==> src/rtl/inst_fetch_queue.sv <==
// Instruction fetch stage: owns the PC, fetches from the instruction port, and buffers {pc, instr} in an in-order queue.
// Latency: a fetched word is visible at the decode interface one edge after its address is presented.
// Backpressure: when the queue is full and decode does not pop, fetch_pc holds; a full queue still pushes in a cycle where it pops.
//
// Ports:
//   clk, rst_n          clock, asynchronous active-low reset
//   inst_addr / instr   instruction port address (== fetch_pc) and same-cycle returned word
//   redirect_valid/_pc  taken branch/jump: flush the queue and restart at redirect_pc
//   id_valid/id_ready   decode handshake; id_instr, id_pc, id_pc_plus4 describe the queue head
//   fetch_fault/fault_pc sticky fault on an illegal fetch address, and the offending address
//   occupancy           number of queued entries
module inst_fetch_queue #(
  parameter logic [31:0] RESET_PC   = 32'h0000_3000,
  parameter logic [31:0] INST_BASE  = 32'h0000_3000,
  parameter logic [31:0] INST_LIMIT = 32'h0000_3FFC,
  parameter int          DEPTH      = 4
) (
  input  logic                     clk,
  input  logic                     rst_n,
  output logic [31:0]              inst_addr,
  input  logic [31:0]              instr,
  input  logic                     redirect_valid,
  input  logic [31:0]              redirect_pc,
  output logic                     id_valid,
  input  logic                     id_ready,
  output logic [31:0]              id_instr,
  output logic [31:0]              id_pc,
  output logic [31:0]              id_pc_plus4,
  output logic                     fetch_fault,
  output logic [31:0]              fault_pc,
  output logic [$clog2(DEPTH):0]   occupancy
);

  localparam int AW = $clog2(DEPTH);
  localparam int CW = AW + 1;
  localparam logic [CW-1:0] DEPTH_C = CW'(DEPTH);

  logic [31:0]   fetch_pc_q, fetch_pc_d;
  logic [31:0]   pc_mem_q    [DEPTH];
  logic [31:0]   instr_mem_q [DEPTH];
  logic [AW-1:0] rd_ptr_q, rd_ptr_d;
  logic [AW-1:0] wr_ptr_q, wr_ptr_d;
  logic [CW-1:0] count_q, count_d;
  logic          fault_q, fault_d;
  logic [31:0]   fault_pc_q, fault_pc_d;

  logic legal;
  logic pop;
  logic push;
  logic fault_set;

  assign legal = (fetch_pc_q[1:0] == 2'b00) &&
                 (fetch_pc_q >= INST_BASE) &&
                 (fetch_pc_q <= INST_LIMIT);

  assign pop  = id_valid && id_ready;
  // A pop in the same cycle frees the slot, so a full queue can still push.
  assign push = !redirect_valid && !fault_q && legal &&
                ((count_q < DEPTH_C) || pop);
  assign fault_set = !redirect_valid && !fault_q && !legal;

  always_comb begin
    fetch_pc_d = fetch_pc_q;
    rd_ptr_d   = rd_ptr_q;
    wr_ptr_d   = wr_ptr_q;
    count_d    = count_q;
    fault_d    = fault_q;
    fault_pc_d = fault_pc_q;

    if (redirect_valid) begin
      // A pop accepted in this cycle is simply discarded with the rest of the queue.
      rd_ptr_d   = '0;
      wr_ptr_d   = '0;
      count_d    = '0;
      fetch_pc_d = redirect_pc;
      fault_d    = 1'b0;
    end else begin
      if (pop) begin
        rd_ptr_d = rd_ptr_q + AW'(1);
      end
      if (push) begin
        wr_ptr_d   = wr_ptr_q + AW'(1);
        fetch_pc_d = fetch_pc_q + 32'd4;
      end
      count_d = count_q + CW'(push) - CW'(pop);
      if (fault_set) begin
        fault_d    = 1'b1;
        fault_pc_d = fetch_pc_q;
      end
    end
  end

  always_ff @(posedge clk or negedge rst_n) begin
    if (!rst_n) begin
      fetch_pc_q <= RESET_PC;
      rd_ptr_q   <= '0;
      wr_ptr_q   <= '0;
      count_q    <= '0;
      fault_q    <= 1'b0;
      fault_pc_q <= '0;
      for (int i = 0; i < DEPTH; i++) begin
        pc_mem_q[i]    <= '0;
        instr_mem_q[i] <= '0;
      end
    end else begin
      fetch_pc_q <= fetch_pc_d;
      rd_ptr_q   <= rd_ptr_d;
      wr_ptr_q   <= wr_ptr_d;
      count_q    <= count_d;
      fault_q    <= fault_d;
      fault_pc_q <= fault_pc_d;
      if (push) begin
        pc_mem_q[wr_ptr_q]    <= fetch_pc_q;
        instr_mem_q[wr_ptr_q] <= instr;
      end
    end
  end

  assign inst_addr   = fetch_pc_q;
  assign id_valid    = (count_q != '0);
  assign id_instr    = instr_mem_q[rd_ptr_q];
  assign id_pc       = pc_mem_q[rd_ptr_q];
  assign id_pc_plus4 = pc_mem_q[rd_ptr_q] + 32'd4;
  assign fetch_fault = fault_q;
  assign fault_pc    = fault_pc_q;
  assign occupancy   = count_q;

endmodule

==> config.mk <==
export PLATFORM = sky130hd
export DESIGN_NAME = inst_fetch_queue
export DESIGN_NICKNAME = d
export VERILOG_FILES = /design/src/rtl/inst_fetch_queue.sv
export SDC_FILE = /design/constraint.sdc
export NUM_CORES = 1
export LEC_CHECK = 0
export ABC_CLOCK_PERIOD_IN_PS = 3000
export CAP_MARGIN = 40
export CORE_ASPECT_RATIO = 0.75
export CORE_UTILIZATION = 50
export DETAILED_ROUTE_END_ITERATION = 8
export PLACE_DENSITY = 0.82
export SLEW_MARGIN = 20
export SYNTH_ARGS = -nofsm -noshare
export SYNTH_HDL_FRONTEND = slang
export SYNTH_SLANG_ARGS = --single-unit
==> constraint.sdc <==
create_clock -name clk -period 3 [get_ports clk]
set_input_delay 0.75 -clock clk [delete_from_list [all_inputs] [get_ports clk]]
set_output_delay 0.75 -clock clk [all_outputs]
set_load 0.01 [all_outputs]
==> metrics.yaml, run 1 <==
place.gp.congestion: 0.820
fmax_mhz: 272
worstSetupStartpointType: "flop"
htree_levels: 1
slew_headroom: 0.628
crit_path_cell_trace: "buf_12 -> buf_4 -> mux4_2 -> and4_4 -> buf_6 -> nand3_4 -> nor4_4 -> xor2_1 -> buf_2"
clockBufferDepth: 3
mappedNetlistArea_sq_um: 14400
routed_wl_microns: 34300
cts_inserted_buffers: 31
synth_top_flop_cell: "sky130_fd_sc_hd__dfrtp_1"
dp_hpwl_microns: 21600
vias_per_cell: 5.44
layout_setup_ws_ps: -672
syn2layout_area_growth_pct: 34.7
critPathSlowestCell: "sky130_fd_sc_hd__dfrtp_4"
post_dp_cell_area_sq_um: 17700
grt_start_max_net_pins: 90
postRouteAntennaNets: 0
routed-via-count: 9236
fillerInstances: 1911
syn-num-nets: 1024
die-height_microns: 149
worst-setup-path-type: "reg -> out"
tns_ps: -16880
drt_pre_antenna_iters: 4
power_mw: 10.7
critical_path.endpoint_type: "output pin"
worst_ir_drop_vdd_mv: 0.497
wire_per_inst_microns: 20.2
clock_sinks: 328
detail_route.iter0.violations: 519
unrepaired_setup_endpoints_after_global_routing: "yes"
period_needed_ps: 3670
post_synth.cell_area_avg_sq_um: 15.2
r2r.worst_path.cells: 11
antenna_cells: 0
async_flop_share: 1.00
synth-edff-count: 0
cap_violations: 0
layout.cells.most_common_list: "sky130_fd_sc_hd__dfrtp_1 (324), sky130_fd_sc_hd__mux2_2 (181), sky130_fd_sc_hd__clkdlybuf4s50_1 (134)"
critical-path-top-delay-family: "simple AND/OR/NAND/NOR gates"
final_net_count: 1370
yosys_warnings: 0
worst_skew_pair.late_latency_ps: 550
fp.dieW_microns: 198
core_region_area_sq_um: 28200
grt.overflow.total: 0
grt_antenna_before_repair: 0
final-max-slew-violation-count: 0
critPathArrivalTime_ps: 2920
clk_root_buffer_cell: "sky130_fd_sc_hd__clkbuf_16"
sequential_area_share_after_synthesis: 0.570
finish.instance_area_sq_um: 19400
cts_tree: "built"
place_inst: 1588
grt_usage: 0.235
placement.io_buffers: 232
vias_in_the_first_global_route: 9973
rows: 53
violations: "setup timing"
wire_length_of_the_first_global_routing_pass_microns: 54700
worst-path-buf-inv: 4
cp_num_cells: 9
worstHoldPathType: "in -> async"
ioPinCount: 233
hold_viol_final: 0
start_util: 0.511
synthesis.instances: 946
synth-seq-cells: 328
floorplan.die_area_sq_um: 29500
critical_path_required_ps: 2250
p_leak_nw: 9.63
skew_final_ps: 9.34
critical_path.max_stage_delay_ps: 560
remaining_drc_errors: 0
layout.cells.most_common: "sky130_fd_sc_hd__dfrtp_1"
clock_transition_time_at_the_flip_flop_clock_pins_of_the_worst_setup_and_hold_paths_ps: 70
synth_cell_types: 52
powerDensity_nw_per_um2: 551
worst-path-max-fanout: 6
outcome: "complete, but fails checks"
final-setup-viol-count: 41
tightest_slew_ps: 557
final_layout_size_suffix_gt1_frac: 0.447
tcrit_tclk_final: 1.22
finish.cell_count_without_fillers: 1697
## cell families after synthesis
| kind of cell | share of synthesized area |
|---|---|
| DFF | 0.570 |
| xor gates and xnor gates | 0.0194 |
| adders and majority gates | 0.00920 |
| buffers and inverters | 0.0297 |
| muxes | 0.279 |
| and+or+nand+nor | 0.0829 |
| AOI/OAI and AO/OA | 0.0103 |
## layout make-up
| class | count | area, sq um | area share |
|---|---|---|---|
| flip-flops and latches | 328 | 8220 | 0.423 |
| multi-input cells | 538 | 6000 | 0.309 |
| repair buffers | 374 | 3600 | 0.186 |
| clock buffers | 47 | 926 | 0.0477 |
| well taps | 385 | 482 | 0.0248 |
| clock inverters | 6 | 113 | 0.00580 |
| inverters | 19 | 71.3 | 0.00367 |
## stage by stage
stage                     setup slack [ps]  hold WS (ps)   util
after floorplan                        112           434      -
after global placement                -423           446  0.628
after detailed placement              -464           451  0.628
after CTS                             -641           141  0.678
after global routing                  -801           154  0.689
final                                 -672           117  0.689
## timing repair
action,in CTS,in global routing
hold buffers,0,0
buffers inserted,34,31
setup endpoints to repair,96,80
gates cloned,2,1
pin swaps,36,21
resized for setup,385,118
## sequential cells by signal, indices dropped and copies added, names as in the netlist
signal       flops
instr_mem_q    128
pc_mem_q       128
wr_ptr_q         2
occupancy        3
fault_pc        32
rd_ptr_q         2
inst_addr       32
fetch_fault      1
## power breakdown
| group | switching, mW | internal (mW) | total [mW] |
|---|---|---|---|
| sequential | 0.164 | 4.58 | 4.74 |
| combinational | 0.781 | 1.18 | 1.96 |
| clock | 1.63 | 2.37 | 4.00 |
## layer usage
layer  vias to the layer above  part of all wire  GRT usage
met3                        47             0.056     0.0538
met2                       217              0.49      0.382
met5                         -                 0          0
met1                      4870              0.43      0.322
li1                       4102                 -          -
met4                         0             0.018     0.0609
## final timing paths
kind	from	end	slack, ps
worst min register to register	pc_mem_q[76]	pc_mem_q[76]	470
worst min-delay path	rst_n	pc_mem_q[84]	120
min in group clk	pc_mem_q[76]	pc_mem_q[76]	470
worst max-delay path	rd_ptr_q[0]	id_pc_plus4[27]	-670
worst max register to register	inst_addr[30]	occupancy[2]	330
max in group asynchronous	rst_n	instr_mem_q[111]	1990
## cells in the mapped netlist, drive strengths merged (2+ instances only)
cell type  instances  share of area
nor3b              3         0.0016
mux2i              4         0.0028
a32oi              3         0.0018
or3                3         0.0013
mux2             224           0.17
nor4              10         0.0071
ha                 9         0.0078
nor2              11         0.0029
nor2b             81          0.035
nor3               5         0.0024
and2              11         0.0048
xor2              16         0.0097
a221o              3         0.0021
xnor2             16         0.0097
dfrtp            326           0.57
dfstp              2         0.0036
and4               4         0.0024
buf               47          0.021
inv               19         0.0049
or2               10         0.0043
o21ai              4         0.0014
mux4              64           0.10
nand2             16         0.0042
clkbuf            14         0.0036
o221a              2         0.0016
nand4              9         0.0064
and3               8         0.0035
nand3             13         0.0057
Power figures use the tool's default switching activity.
==> run 2, diff against run 1 <==
--- a/config.mk
+++ b/config.mk
@@ -10,7 +10,7 @@
 export CORE_ASPECT_RATIO = 0.75
 export CORE_UTILIZATION = 50
 export DETAILED_ROUTE_END_ITERATION = 8
-export PLACE_DENSITY = 0.82
+export PLACE_DENSITY = 0.75
 export SLEW_MARGIN = 20
 export SYNTH_ARGS = -nofsm -noshare
 export SYNTH_HDL_FRONTEND = slang
==> run 2 against run 1 <==
The run still ends with setup timing left. Clock power decreased by 2%. Maximum frequency increased by 1.2%. Flip-flop and latch count unchanged. Critical endpoint is now id_pc_plus4[16].
==> metrics.yaml, run 2 (same netlist as run 1, synthesis figures left out) <==
outcome: "complete, but fails checks"
violations: "setup timing"
tightest_slew_ps: 642  # +84.2 ps
wire_per_inst_microns: 20.1  # -0.40%
routed-via-count: 9108  # -1.4%
tns_ps: -19970  # -3090 ps
core_region_area_sq_um: 28200  # unchanged
worst-path-max-fanout: 7  # +1
cap_violations: 0  # unchanged
critical_path.endpoint_type: "output pin"
grt_most_used_layer: "met2"
start_util: 0.511  # unchanged
critical_path_required_ps: 2250  # about the same
critPathArrivalTime_ps: 2880  # -40 ps
cts_tree: "built"
floorplan.die_area_sq_um: 29500  # unchanged
routed_wl_microns: 34500  # +0.71%
unrepaired_setup_endpoints_after_global_routing: "yes"
p_leak_nw: 9.58  # -0.46%
worst_ir_drop_vdd_mv: 0.517  # +3.9%
grt_usage: 0.234  # -0.00154
grt.met3_usage: 0.0482  # -0.00565
fmax_mhz: 276  # +1.2%
period_needed_ps: 3630  # -44.9 ps
cts_inserted_buffers: 31  # unchanged
hold_viol_final: 0  # unchanged
slew_headroom: 0.572  # -0.0561
htree_levels: 1  # unchanged
grt.overflow.total: 0  # unchanged
rows: 53  # unchanged
postRouteAntennaNets: 0  # unchanged
vias_in_the_first_global_route: 9499  # -4.8%
syn2layout_area_growth_pct: 35.1
clock_sinks: 328  # unchanged
gr-usage-met2: 0.377  # -0.00528
layout.cells.most_common_list: "sky130_fd_sc_hd__dfrtp_1 (324), sky130_fd_sc_hd__mux2_2 (181), sky130_fd_sc_hd__clkdlybuf4s50_1 (134)"
grt_start_max_net_pins: 79  # -12%
worst-r2r-setup-slack_ps: 220  # -110 ps
clock_transition_time_at_the_flip_flop_clock_pins_of_the_worst_setup_and_hold_paths_ps: 70  # about the same
placement.io_buffers: 232  # unchanged
met1_layer_usage_reported_by_global_route: 0.335  # +0.0136
worst-setup-path-type: "reg -> out"
critical_path.endpoint: "id_pc_plus4[16]"
vias_per_cell: 5.31  # -2.5%
skew_final_ps: 19.0  # +9.66 ps
final-setup-viol-count: 73  # +78%
dp_hpwl_microns: 21900  # +1.3%
final-max-slew-violation-count: 0  # unchanged
post_dp_cell_area_sq_um: 17700  # +0.16%
r2r_start: "inst_addr[30]"
r2r.worst_path.cells: 11  # unchanged
powerDensity_nw_per_um2: 551  # about the same
die-height_microns: 149  # unchanged
clockBufferDepth: 3  # unchanged
worstHoldPathType: "in -> async"
r2r_end: "occupancy[2]"
remaining_drc_errors: 0  # unchanged
wire_length_of_the_first_global_routing_pass_microns: 53500  # -2.1%
grt_antenna_before_repair: 0  # unchanged
finish.instance_area_sq_um: 19500  # +0.28%
dpl_worst_slack_ps: -491  # -26.2 ps
power_mw: 10.7  # +0.22%
tcrit_tclk_final: 1.21  # -0.0150
largest_registers: "instr_mem_q x128, pc_mem_q x128"
detail_route.iter0.violations: 401  # -23%
place.gp.congestion: 0.785  # -4.3%
worst_skew_pair.late_latency_ps: 590  # +40 ps
worstSetupStartpointType: "flop"
drt_pre_antenna_iters: 4  # unchanged
final_net_count: 1385  # +1.1%
clk_root_buffer_cell: "sky130_fd_sc_hd__clkbuf_16"
final_layout_size_suffix_gt1_frac: 0.444  # -0.00338
fp.dieW_microns: 198  # unchanged
layout_setup_ws_ps: -627  # +44.9 ps
antenna_cells: 0  # unchanged
layout.cells.most_common: "sky130_fd_sc_hd__dfrtp_1"
startpoint: "rd_ptr_q[0]"
fillerInstances: 1946  # +1.8%
ioPinCount: 233  # unchanged
## run 2: metal layers
| layer | up-vias | wire [microns] | share of wire |
|---|---|---|---|
| li1 | 4142 | - | - |
| met3 | 43 | 1740 | 0.050 |
| met4 | 0 | 462 | 0.013 |
| met2 | 176 | 16600 | 0.48 |
| met5 | - | 0 | 0 |
| met1 | 4747 | 15700 | 0.45 |
## run 2: how the worst min path moves through the flow
| stage | from | to | slack, ps | cells past startpoint |
|---|---|---|---|---|
| after floorplan | pc_mem_q[44] | pc_mem_q[44] | 430 | 1 |
| after global placement | pc_mem_q[44] | pc_mem_q[44] | 450 | 1 |
| after detailed placement | pc_mem_q[77] | pc_mem_q[77] | 460 | 1 |
| after CTS | rst_n | pc_mem_q[112] | 170 | 1 |
| after global routing | rst_n | pc_mem_q[111] | 160 | 1 |
| final | rst_n | pc_mem_q[111] | 150 | 1 |
## run 2: metrics by stage
step           utilization  cells  hold slack (ps)
2_1_floorplan            -    946              434
3_3_place_gp         0.629   1595              453
3_5_place_dp         0.629   1595              458
4_1_cts              0.676   1682              165
5_1_grt              0.691   1716              159
6_report             0.691   1716              154
## run 2: layout make-up
class / instances / area, sq um / share of cell area
clock inverter: 12 / 129 / 0.00662
sequential: 328 / 8220 / 0.422
timing repair buffer: 388 / 3760 / 0.193
multi-input combinational: 539 / 5930 / 0.304
clock buffer: 45 / 888 / 0.0456
inverter: 19 / 71.3 / 0.00366
tap: 385 / 482 / 0.0247
## run 2: timing repair
item / CTS / global route
endpoints found under the hold margin: 0 / 0
resized for setup: 370 / 117
endpoints found under the setup margin: 96 / 90
hold buffers: 0 / 0
gates cloned: 1 / 4
setup buffers: 30 / 42
pin swaps: 28 / 21
## run 2: report_power, final
group	total, mW	switching (mW)	internal [mW]
combinational	2.05	0.825	1.22
clock	3.94	1.70	2.23
sequential	4.74	0.162	4.58
## run 2: worst max-delay path, stage by stage, from the launching register on
cell and delay [ps]:
sky130_fd_sc_hd__dfrtp_4 540, sky130_fd_sc_hd__buf_6 160, sky130_fd_sc_hd__buf_6 120, sky130_fd_sc_hd__mux4_2 350, sky130_fd_sc_hd__and4_1 200, sky130_fd_sc_hd__buf_6 140, sky130_fd_sc_hd__nand3_4 110, sky130_fd_sc_hd__buf_6 150
sky130_fd_sc_hd__buf_6 110, sky130_fd_sc_hd__nor2_4 90, sky130_fd_sc_hd__xor2_1 150, sky130_fd_sc_hd__buf_2 150
